[config.mk]
export PLATFORM = sky130hd
export DESIGN_NAME = mem_port_arbiter
export DESIGN_NICKNAME = d
export VERILOG_FILES = /design/src/rtl/mem_port_arbiter.sv
export SDC_FILE = /design/constraint.sdc
export NUM_CORES = 1
export LEC_CHECK = 0
export ABC_AREA = 1
export BUFFER_PORTS_ARGS = -buffer_cell sky130_fd_sc_hd__buf_2
export CAP_MARGIN = 10
export CELL_PAD_IN_SITES_DETAIL_PLACEMENT = 1
export CELL_PAD_IN_SITES_GLOBAL_PLACEMENT = 2
export CORE_MARGIN = 2
export CORE_UTILIZATION = 30
export CTS_CLUSTER_SIZE = 28
export DETAILED_ROUTE_END_ITERATION = 6
export PLACE_DENSITY_LB_ADDON = 0.1
export SYNTH_ARGS = -nofsm -noshare
export SYNTH_HDL_FRONTEND = slang
export SYNTH_SLANG_ARGS = --single-unit
[constraint.sdc]
create_clock -name clk -period 2.2 [get_ports clk]
set_clock_uncertainty 0.2 [all_clocks]
set_input_delay 0.22 -clock clk [delete_from_list [all_inputs] [get_ports clk]]
set_output_delay 0.22 -clock clk [all_outputs]
set_load 0.005 [all_outputs]
[src/rtl/mem_port_arbiter.sv]
// mem_port_arbiter
//
// Shares one byte-wide data memory between the instruction-fetch port (IF)
// and the MEM-stage load/store port. Each accepted request becomes one
// (byte) or four (word, big-endian) single-byte memory beats. The granted
// port then gets a one-cycle done pulse, with read data already registered.
//
// Handshake: a port raises req and holds it, with stable attributes, until it
// sees its done pulse. The arbiter samples requests only in IDLE. A grant is
// never preempted. done pulses exactly once per grant. If a requester drops
// req mid-transfer, the transfer still completes and it ignores the pulse.
// stall = req & ~done, so the pipeline holds until the done cycle.
//
// Configuration macro: ARB_RR_EN
//   defined   - round-robin on contention (1-bit last-grant register)
//   undefined - fixed MEM priority
//
// Ports:
//   clk, rst_n              clock, asynchronous active-low reset
//   if_req/if_addr          fetch request (always a word read)
//   if_rdata/if_done        fetched word and completion pulse
//   if_stall                hold for PC / IF_ID
//   mem_req/rw/size/addr    data request (rw 1 = write, size 1 = word)
//   mem_wdata               store data (byte store uses [7:0])
//   mem_rdata/mem_done      load data (byte zero-extended) and pulse
//   mem_stall               hold for the MEM stage
//   ram_en/rw/addr/wdata    registered memory beat outputs
//   ram_rdata               memory read byte, combinational from ram_addr
//   dbg_state               FSM state (0 IDLE, 1 XFER, 2 RESP)
module mem_port_arbiter #(
  parameter int ADDR_W = 8
) (
  input  logic              clk,
  input  logic              rst_n,
  input  logic              if_req,
  input  logic [ADDR_W-1:0] if_addr,
  output logic [31:0]       if_rdata,
  output logic              if_done,
  output logic              if_stall,
  input  logic              mem_req,
  input  logic              mem_rw,
  input  logic              mem_size,
  input  logic [ADDR_W-1:0] mem_addr,
  input  logic [31:0]       mem_wdata,
  output logic [31:0]       mem_rdata,
  output logic              mem_done,
  output logic              mem_stall,
  output logic              ram_en,
  output logic              ram_rw,
  output logic [ADDR_W-1:0] ram_addr,
  output logic [7:0]        ram_wdata,
  input  logic [7:0]        ram_rdata,
  output logic [1:0]        dbg_state
);

  typedef enum logic [1:0] {IDLE = 2'd0, XFER = 2'd1, RESP = 2'd2} state_t;

  state_t      state;
  logic [1:0]  beat;
  logic        port_q;   // 1 = MEM port owns the transfer, 0 = IF
  logic        rw_q;
  logic        size_q;
  logic [23:0] wdata_q;  // only the bytes of beats 1..3 are needed later

`ifdef ARB_RR_EN
  logic        last_mem; // 1 = MEM was granted last
`endif

  logic              grant_mem;
  logic [ADDR_W-1:0] g_addr;
  logic [ADDR_W-1:0] g_base;
  logic              g_size;
  logic              g_rw;
  logic [31:0]       g_wdata;
  logic              final_beat;
  logic [31:0]       rd_cur;
  logic [31:0]       rd_next;
  logic [7:0]        wdata_next;

  assign if_stall  = if_req  & ~if_done;
  assign mem_stall = mem_req & ~mem_done;
  assign dbg_state = state;

  always_comb begin
    grant_mem = mem_req;
    if (mem_req && if_req) begin
`ifdef ARB_RR_EN
      grant_mem = ~last_mem;
`else
      grant_mem = 1'b1;
`endif
    end
  end

  // Attributes of the port about to be granted. Fetches are word reads.
  assign g_addr  = grant_mem ? mem_addr  : if_addr;
  assign g_size  = grant_mem ? mem_size  : 1'b1;
  assign g_rw    = grant_mem ? mem_rw    : 1'b0;
  assign g_wdata = grant_mem ? mem_wdata : 32'h0;
  // Word accesses ignore the low address bits, so no access is misaligned.
  assign g_base  = g_size ? {g_addr[ADDR_W-1:2], 2'b00} : g_addr;

  assign final_beat = size_q ? (beat == 2'd3) : 1'b1;

  // Merge the byte returned by the current read beat into the owner's
  // rdata register. Big-endian: beat k fills bits [31-8k -: 8].
  always_comb begin
    rd_cur  = port_q ? mem_rdata : if_rdata;
    rd_next = rd_cur;
    if (!size_q) begin
      rd_next = {24'h0, ram_rdata};
    end else begin
      case (beat)
        2'd0:    rd_next[31:24] = ram_rdata;
        2'd1:    rd_next[23:16] = ram_rdata;
        2'd2:    rd_next[15:8]  = ram_rdata;
        default: rd_next[7:0]   = ram_rdata;
      endcase
    end
  end

  // Write byte for the beat after the current one.
  always_comb begin
    case (beat)
      2'd0:    wdata_next = wdata_q[23:16];
      2'd1:    wdata_next = wdata_q[15:8];
      default: wdata_next = wdata_q[7:0];
    endcase
  end

  always_ff @(posedge clk or negedge rst_n) begin
    if (!rst_n) begin
      state     <= IDLE;
      beat      <= 2'd0;
      port_q    <= 1'b0;
      rw_q      <= 1'b0;
      size_q    <= 1'b0;
      wdata_q   <= 24'h0;
      ram_en    <= 1'b0;
      ram_rw    <= 1'b0;
      ram_addr  <= '0;
      ram_wdata <= 8'h0;
      if_done   <= 1'b0;
      mem_done  <= 1'b0;
      if_rdata  <= 32'h0;
      mem_rdata <= 32'h0;
`ifdef ARB_RR_EN
      last_mem  <= 1'b0;
`endif
    end else begin
      if_done  <= 1'b0;
      mem_done <= 1'b0;
      case (state)
        IDLE: begin
          if (if_req || mem_req) begin
            port_q    <= grant_mem;
            rw_q      <= g_rw;
            size_q    <= g_size;
            wdata_q   <= g_wdata[23:0];
            beat      <= 2'd0;
            ram_en    <= 1'b1;
            ram_rw    <= g_rw;
            ram_addr  <= g_base;
            ram_wdata <= g_size ? g_wdata[31:24] : g_wdata[7:0];
`ifdef ARB_RR_EN
            last_mem  <= grant_mem;
`endif
            state     <= XFER;
          end
        end
        XFER: begin
          if (!rw_q) begin
            if (port_q) mem_rdata <= rd_next;
            else        if_rdata  <= rd_next;
          end
          if (final_beat) begin
            ram_en    <= 1'b0;
            ram_rw    <= 1'b0;
            ram_addr  <= '0;
            ram_wdata <= 8'h0;
            if (port_q) mem_done <= 1'b1;
            else        if_done  <= 1'b1;
            state     <= RESP;
          end else begin
            beat      <= beat + 2'd1;
            ram_addr  <= ram_addr + ADDR_W'(1);
            ram_wdata <= wdata_next;
          end
        end
        RESP: begin
          beat  <= 2'd0;
          state <= IDLE;
        end
        default: state <= IDLE;
      endcase
    end
  end

endmodule

==> qor.csv <==
metric;value;unit
crit end category;register;
power per cell area;1564;mW/mm^2
Finished Core Util;0.4102;
HPWL after DPL;13.62;mm
Seq/Total Area, Yosys;0.5045;
Resized Gates After CTS;0;
clock-pin slew on the worst setup and hold paths;50;ps
Via density;4.821;
setup TNS;0;ps
first-pass GRT wire length;31.76;mm
commonest non-fill, non-tap cells in the layout;nand2_1, buf_2, dfrtp_1, o21ai_0, o21ai_1;
DR WL/cell;16.97;microns
Initial Utilization;0.3049;
final hold vios;0;
Crit Path Class;register to register;
CTS max path bufs;2;
max cap viols;0;
Tcrit/Tclk final;0.9118;
post-CTS setup buffers;0;
GRT overflow;0;
Max Slew Vio Count;0;
Synth Net Count;794;
Synth cell types;28;
Tot GR Track Use;0.2037;
headroom to the max-slew limit;0.5551;
Worst Setup Start Kind;register;
Core Area;0.01871;sq mm
fmax;498.5;MHz
Tmin final;2006;ps
row cnt;50;
largest net degree at the start of global routing;63;
outcome;finished, final reports clean;
slew of the pin with the lowest slew margin;667.3;ps
Largest stage delay, worst path;560;ps
die area;0.02013;sq mm
n_diodes;0;
vias;5549;
register bit total from synthesis;115;
clock root buffer;clkbuf_16;
worst skew pair latency;420;ps
drt drc;0;
Critical-path top delay cell;dlygate4sd3_1;
total of warnings raised by yosys;0;
initial antenna violation count;0;
VDD IR-drop max;799.2;uV
final wirelength;19.53;mm
gpl congestion;0.7784;
# IOs;150;
Final Setup Violations;0;
clock sinks;115;
nets;973;
layout cell share with drive strength beyond 1;0.2356;
Die X;141.9;microns
Cell Area, Synth;0.005704;sq mm
CP cell instances;inv_2, nand2_2, nor2_4, buf_4, nand3_1, dlygate4sd3_1, nand2_1, a21oi_1;
DIE HEIGHT;141.9;microns
WP data arrival;2110;ps
Synth-to-Final Area Change;34.53;%
Post-DRT Antenna Nets;0;
1st-iter DRT viols;234;
hold buffers post-CTS;37;
# fillers;2317;
syn_area_per_cell;7.868;sq um
htree depth;4;
Cells after Synth;725;
RSZ-0062 raised after global routing;false;
CP Max Fanout;12;
CTS tree;built;
most common cell after layout, fill and taps aside;nand2_1;
IO buf count;147;
CTS buffer count;17;
number of global-route vias before repair;5980;
leak pwr;0.003884;uW
worst hold path class;input port to register;
worst endpoint required time;2300;ps
First-pass DRT Iterations;4;
sequential cells by signal, indices dropped and copies added (netlist names), 2 cells and up:
| register | flops |
|---|---|
| ram_wdata | 8 |
| dbg_state | 2 |
| beat | 2 |
| if_rdata | 32 |
| mem_rdata | 32 |
| ram_addr | 8 |
| wdata_q | 24 |
synthesized netlist by cell type:
cell      instances  share of area
nand2_1         229           0.15
dfrtp_1         115           0.50
o21ai_0          70          0.061
o21ai_1          65          0.057
nor2_1           60          0.039
inv_1            40          0.026
nand3_1          33          0.029
a21oi_1          22          0.019
buf_2            22          0.019
clkbuf_1          9         0.0059
o211ai_1          9          0.012
a22o_1            8          0.012
inv_2             8         0.0053
ha_1              7          0.015
buf_4             5         0.0066
nor2_4            5         0.0099
nor2_2            3         0.0033
or2_2             3         0.0033
nand2_4           2         0.0039
o21bai_1          2         0.0026
a22oi_1           1         0.0013
buf_6             1         0.0020
clkbuf_2          1        0.00088
nand2_2           1         0.0011
nor3_2            1         0.0018
nor3_4            1         0.0029
o21a_1            1         0.0013
xnor2_1           1         0.0015
metrics by stage:
stage	area, sq um	cells	setup slack, ps	hold WS [ps]	power, uW
final	7674	1151	194.1	5.999	12000
after global routing	7674	1151	61.45	25.76	13100
after CTS	7674	1151	182.6	1.074	12240
after detailed placement	6680	1082	251.5	-175.0	9172
after global placement	6680	1082	303.1	-175.3	8937
after floorplan	5704	725	492.6	-275.6	7114
logic make-up (layout without fill, tap and decap cells):
logic type / count (synthesis) / count (layout) / synth area share
and+or+nand+nor: 338 / 338 / 0.2452
AOI/OAI and AO/OA: 178 / 178 / 0.1671
DFF: 115 / 115 / 0.5045
buffers and inverters: 86 / 278 / 0.06624
adders and majority gates: 7 / 7 / 0.01535
xor gates and xnor gates: 1 / 1 / 0.001536
area by class of cell:
class | instances | area [sq um] | share of cell area
Sequential cell | 115 | 2878 | 0.3750
Multi-Input combinational cell | 524 | 2449 | 0.3191
Timing Repair Buffer | 198 | 1251 | 0.1631
Clock buffer | 23 | 498.0 | 0.06489
Tap cell | 234 | 292.8 | 0.03815
Inverter | 48 | 180.2 | 0.02348
Clock inverter | 9 | 125.1 | 0.01631
report_power, final:
part	switching, uW	internal [uW]	total, uW
clock network	1010	1920	2930
registers	672	3040	3710
logic	3400	1960	5360
final timing paths:
check	from	slack [ps]	end	depth (start not counted)
max in group asynchronous	rst_n	1200	ram_addr[4]$_DFFE_PN0P_	3
max reg2reg	dbg_state[1]$_DFFE_PN0P_	190	ram_addr[5]$_DFFE_PN0P_	8
min reg2reg	wdata_q[0]$_DFFE_PN0P_	290	wdata_q[0]$_DFFE_PN0P_	2
min	ram_rdata[6]	6	mem_rdata[6]$_DFFE_PN0P_	3
min in group asynchronous	rst_n	150	ram_addr[6]$_DFFE_PN0P_	3
max	dbg_state[1]$_DFFE_PN0P_	190	ram_addr[5]$_DFFE_PN0P_	8
layer usage:
layer,track usage,up-vias,part of all wire
met1,0.2498,2693,0.43
li1,-,2715,-
met5,0,-,0
met2,0.3549,115,0.50
met3,0.04522,26,0.042
met4,0.06895,0,0.023
worst max-delay path: cells and delay by family (launching register included):
kind	cells	cell delay, ps
simple gates	4	340
compound gates	1	60
buf+inv	3	870
flops	1	410
Power figures use the tool's default switching activity.
